File: src/rtl/carrier_freq_search.sv
// carrier_freq_search: coarse carrier acquisition ahead of the Costas loop.
// Counts rising mid-scale crossings of the ADC stream over 2^WIN_LOG2 samples
// and turns the count into a 32-bit NCO phase increment by a shift.
// Optional feature macro: FSEARCH_HYST_EN (Schmitt comparator with +/-HYST).
module carrier_freq_search #(
   parameter int          WIN_LOG2    = 16,
   parameter int          SETTLE      = 1024,
   parameter int          HYST        = 8,
   parameter int          MID         = 128,
   parameter int          MIN_CROSS   = 16,
   parameter logic [31:0] DEFAULT_INC = 32'd143165577
) (
   input  logic        clk_30m,
   input  logic        rst,
   input  logic [7:0]  ad_data,
   input  logic        rearm,
   output logic [31:0] freq_inc,
   output logic        freq_valid,
   output logic        no_signal,
   output logic        busy
);

   typedef enum logic [1:0] {ST_SETTLE, ST_MEAS, ST_LOAD, ST_DONE} state_t;

`ifdef FSEARCH_HYST_EN
   localparam int HYST_EN = 1;
`else
   localparam int HYST_EN = 0;
`endif

   // With hysteresis disabled both thresholds collapse onto MID, which makes
   // the Schmitt comparator below a plain s >= MID comparator.
   localparam int               HW         = HYST * HYST_EN;
   localparam logic [9:0]       TH_HI      = 10'(MID + HW);
   localparam logic [9:0]       TH_LO      = 10'(MID - HW);
   localparam logic [31:0]      SETTLE_LST = 32'(SETTLE - 1);
   localparam logic [31:0]      WIN_LST    = (32'd1 << WIN_LOG2) - 32'd1;
   localparam logic [WIN_LOG2-1:0] MIN_C   = WIN_LOG2'(MIN_CROSS);

   state_t              state;
   logic [7:0]          s;
   logic                cmp, cmp_nxt;
   logic [31:0]         cnt;
   logic [WIN_LOG2-1:0] c, c_nxt;

   // Comparator next value: set at/above upper threshold, clear below lower, else hold
   always_comb begin
      cmp_nxt = cmp;
      if ({2'b00, s} >= TH_HI)
         cmp_nxt = 1'b1;
      else if ({2'b00, s} < TH_LO)
         cmp_nxt = 1'b0;
   end

   // Crossing count including a rising edge of cmp happening in this MEAS cycle
   always_comb begin
      c_nxt = c;
      if (state == ST_MEAS && !cmp && cmp_nxt)
         c_nxt = c + 1'b1;
   end

   // Input register and comparator state; cmp tracks s in every FSM state
   always_ff @(posedge clk_30m or negedge rst) begin
      if (!rst) begin
         s   <= '0;
         cmp <= 1'b0;
      end else begin
         s   <= ad_data;
         cmp <= cmp_nxt;
      end
   end

   // Acquisition FSM with registered outputs; the result is loaded on the
   // edge entering LOAD so freq_valid is visible during the LOAD cycle
   always_ff @(posedge clk_30m or negedge rst) begin
      if (!rst) begin
         state      <= ST_SETTLE;
         cnt        <= '0;
         c          <= '0;
         freq_inc   <= DEFAULT_INC;
         freq_valid <= 1'b0;
         no_signal  <= 1'b0;
         busy       <= 1'b1;
      end else begin
         freq_valid <= 1'b0;
         case (state)
            ST_SETTLE: begin
               c <= '0;
               if (rearm)
                  cnt <= '0;
               else if (cnt == SETTLE_LST) begin
                  state <= ST_MEAS;
                  cnt   <= '0;
               end else
                  cnt <= cnt + 32'd1;
            end
            ST_MEAS: begin
               if (rearm) begin
                  // partial window is dropped, freq_inc untouched
                  state <= ST_SETTLE;
                  cnt   <= '0;
                  c     <= '0;
               end else if (cnt == WIN_LST) begin
                  state <= ST_LOAD;
                  busy  <= 1'b0;
                  cnt   <= '0;
                  c     <= c_nxt;
                  if (c_nxt >= MIN_C) begin
                     freq_inc   <= {c_nxt, {(32-WIN_LOG2){1'b0}}};
                     freq_valid <= 1'b1;
                     no_signal  <= 1'b0;
                  end else
                     no_signal  <= 1'b1;
               end else begin
                  cnt <= cnt + 32'd1;
                  c   <= c_nxt;
               end
            end
            ST_LOAD: begin
               state <= rearm ? ST_SETTLE : ST_DONE;
               busy  <= rearm;
               cnt   <= '0;
            end
            ST_DONE: begin
               if (rearm) begin
                  state <= ST_SETTLE;
                  busy  <= 1'b1;
                  cnt   <= '0;
               end
            end
            default: begin
               state <= ST_SETTLE;
               busy  <= 1'b1;
               cnt   <= '0;
            end
         endcase
      end
   end

endmodule

File: config.mk
export PLATFORM = sky130hd
export DESIGN_NAME = carrier_freq_search
export DESIGN_NICKNAME = d
export VERILOG_FILES = /design/src/rtl/carrier_freq_search.sv
export SDC_FILE = /design/constraint.sdc
export NUM_CORES = 1
export LEC_CHECK = 0
export ABC_AREA = 1
export CAP_MARGIN = 30
export CORE_UTILIZATION = 40
export CTS_BUF_LIST = sky130_fd_sc_hd__clkbuf_2 sky130_fd_sc_hd__clkbuf_4 sky130_fd_sc_hd__clkbuf_8
export CTS_CLUSTER_DIAMETER = 120
export DETAILED_ROUTE_END_ITERATION = 8
export PLACE_DENSITY = 0.69
export SLEW_MARGIN = 20
export SYNTH_ARGS = -nofsm -noshare
export SYNTH_HDL_FRONTEND = slang
export SYNTH_SLANG_ARGS = --single-unit
File: constraint.sdc
create_clock -name clk_30m -period 3 [get_ports clk_30m]
set_input_delay 0.45 -clock clk_30m [delete_from_list [all_inputs] [get_ports clk_30m]]
set_output_delay 0.45 -clock clk_30m [all_outputs]
set_load 0.01 [all_outputs]
==> summary.md <==
| Metric | Value |
|---|---|
| WL/cell | 12.7 um |
| Top post-synthesis cells by area | dfrtp_1, nand2_1, nand3_1 |
| RSZ-0062 raised after global routing | false |
| CTS tree | built |
| Iter 0 DRT Violations | 185 |
| Die Width | 104 um |
| Crit-path cells | inv_2, nand2_2, nor2_4, nand3_2, nor2_1, nand3_1, nand2_1, nand2_1, nor2_2, nand2_4, nand2_8, inv_1, nor2_1 |
| Startpoint type of the worst setup path | register |
| Highest net fanout along the worst path | 17 |
| DRC | 0 |
| Worst hold slack | 0.0410 ns |
| CTS resizes | 0 |
| Antenna Nets Post-Route | 0 |
| Net Sw Frac | 34.5% |
| Yosys reg bits | 72 |
| Synth cell types | 37 |
| Via/cell ratio | 5.02 |
| Comb power frac | 20.6% |
| H-tree levels | 3 |
| Clk slew on worst S/H paths | 0.09 ns |
| Count leader, synth | nand2_1 |
| CTS max path bufs | 2 |
| TritonCTS buffer count | 9 |
| Post-route setup slack | 0.532 ns |
| IO Count | 46 |
| Number of buffers and inverters on the critical path | 2 |
| Full die area | 10900 sq um |
| Register area share after synthesis | 43.1% |
| Fin util | 46.3% |
| Post-synth EDFFs | 0 |
| Final setup fails | 0 |
| First-pass GRT wire length | 15.9 mm |
| Ys flop type | dfrtp_1 |
| Mean Syn Cell Area | 7.49 sq um |
| Area growth syn-to-layout | 13.0% |
| Pwr Density | 472 nW/um^2 |
| Final hold vios | 0 |
| Post-DP HPWL | 6.61 mm |
| Routed WL | 9.26 mm |
| Power share of the clock group | 32.4% |
| CP delay by family, top | simple AND/OR/NAND/NOR gates |
| Grt ovf | 0 |
| Root Buffer | clkbuf_8 |
| Setup skew after layout | 0.0141 ns |
| Initial Util | 41.0% |
| Gr usage total | 18.1% |
| Cell Rows | 37 |
| Slew Limit Fails | 0 |
| Synth top cells by count | nand2_1, nor2_1, dfrtp_1 |
| Setup tns final | 0 ns |
| Ant diodes | 0 |
| Slowest cell delay on critical path | 0.48 ns |
| Hold Buf Count CTS | 0 |
| Lkg Pwr | 0.00213 uW |
| Final Critical Period | 2.47 ns |
| Fill cells | 1032 |
| Worst vdd ir | 0.218 mV |
| Worst skew pair latency | 0.36 ns |
| Slew Limit Headroom | 62.8% |
| Setup CP Type | reg -> reg |
| YS warnings | 0 |
| Synthesized instance count | 560 |
| Post-CTS Repair Setup Buffers | 0 |
| CP arrival | 2.75 ns |
| Share of the synthesized area in the top cell type | 40.0% |
| Async S/R FF share, synth | 100% |
| Vias in the first global route | 3526 |
| Hold Path Class | in -> async |
| Req. time, crit path | 3.29 ns |
| Largest net degree at the start of global routing | 73 |
| Place WS | 0.495 ns |
| TritonRoute pass-1 iters | 4 |
| Period utilization | 82.3% |
| Slowest cell on crit path | dfrtp_1 |
| Core area | 10200 sq um |
| Crit end category | register |
| Non-Filler Instances | 731 |
| Die height | 104 um |
| Cell taking the most area after synthesis | dfrtp_1 |
| Total vias in the final route | 3670 |
| Status | complete, no violations |
| MaxCap Viol Count | 0 |
| Placer Congestion | 0.870 |
| Worst Tran Pin Value | 0.554 ns |
| Post-Syn Area | 4190 sq um |
| Psw | 771 uW |
| Internal | 1460 uW |
| Achievable frequency | 405 MHz |
| Initial antenna violation count | 0 |
| Layout cell share with drive strength beyond 1 | 10.3% |
| Dpl cells | 714 |
| Sequential power share | 47.0% |
| PortBufs | 27 |
| Sink Count | 72 |
| Post-layout nets | 603 |
[metal layers]
metal | vias to the layer above | part of all wire [%] | track usage [%]
li1 | 1840 | - | -
met1 | 1733 | 44 | 21.8
met2 | 84 | 50 | 31.2
met3 | 13 | 4.5 | 3.82
met4 | 0 | 1.2 | 7.24
met5 | - | 0 | 0
[state kept, by name, summed over array words and instances, names as in the netlist]
register and count:
cmp 1, s 1, no_signal 1, busy 1, freq_inc 17, state 2, freq_valid 1, c 16
cnt 32
[worst paths after layout]
kind,start,endpoint,slack (ns),cells past startpoint
max reg2reg,state[1],freq_inc[15],0.53,13
min in group clk_30m,s[7],cmp,0.41,0
min,rst,freq_inc[30],0.04,2
max in group asynchronous,rst,freq_inc[15],2.35,3
max,state[1],freq_inc[15],0.53,13
min reg2reg,s[7],cmp,0.41,0
[per-stage QoR]
step	cell area, sq um	total power [uW]
floorplan	4230	1380
global placement	4530	1520
detailed placement	4530	1520
CTS	4710	2250
global route	4740	2360
finish	4740	2230
[cell type report]
type	count	area (sq um)	area share (%)
clock buffers	10	138	2.91
clock inverters	6	43.8	0.924
inverters	69	259	5.47
multi-input cells	403	1970	41.7
flip-flops and latches	72	1810	38.2
well taps	136	170	3.59
repair buffers	35	345	7.29
[cell usage in the layout, fill, tap and decap left out, drive strengths merged, types with 5 or more instances in the layout]
cell type	synthesis	layout
buf	21	9
nand2	140	140
conb	1	11
dfstp	5	5
clkdlybuf4s50	0	26
nand3	61	61
clkbuf	5	10
o21ai	20	20
o22ai	6	6
inv	67	68
a21oi	11	11
nor3	18	18
dfrtp	67	67
nand4	23	23
xor2	11	11
clkinv	2	6
nor2	83	83
[power by group through the flow]
stage,sequential [uW],combinational [uW],clock [uW]
floorplan,1060,316,0
CTS,1050,457,743
finish,1050,460,724
global placement,1070,449,0
detailed placement,1070,455,0
global route,1060,515,789
[kinds of logic after synthesis]
logic type / Yosys count / synth area share, %
adder cells (fa/ha/maj): 2 / 0.597
XOR/XNOR: 14 / 3.10
flip-flops: 72 / 43.1
other: 1 / 0.0894
AND/OR/NAND/NOR: 331 / 36.3
buffers and inverters: 95 / 10.7
AO/OA/AOI/OAI: 45 / 6.06
[worst reg2reg max path: stages, from the launching register on]
cell	delay, ns
dfrtp_1	0.48
inv_2	0.28
nand2_2	0.12
nor2_4	0.29
nand3_2	0.16
nor2_1	0.13
nand3_1	0.07
nand2_1	0.13
nand2_1	0.08
nor2_2	0.15
nand2_4	0.16
nand2_8	0.17
inv_1	0.09
nor2_1	0.10
No activity file was read; power rests on OpenSTA's default activity.
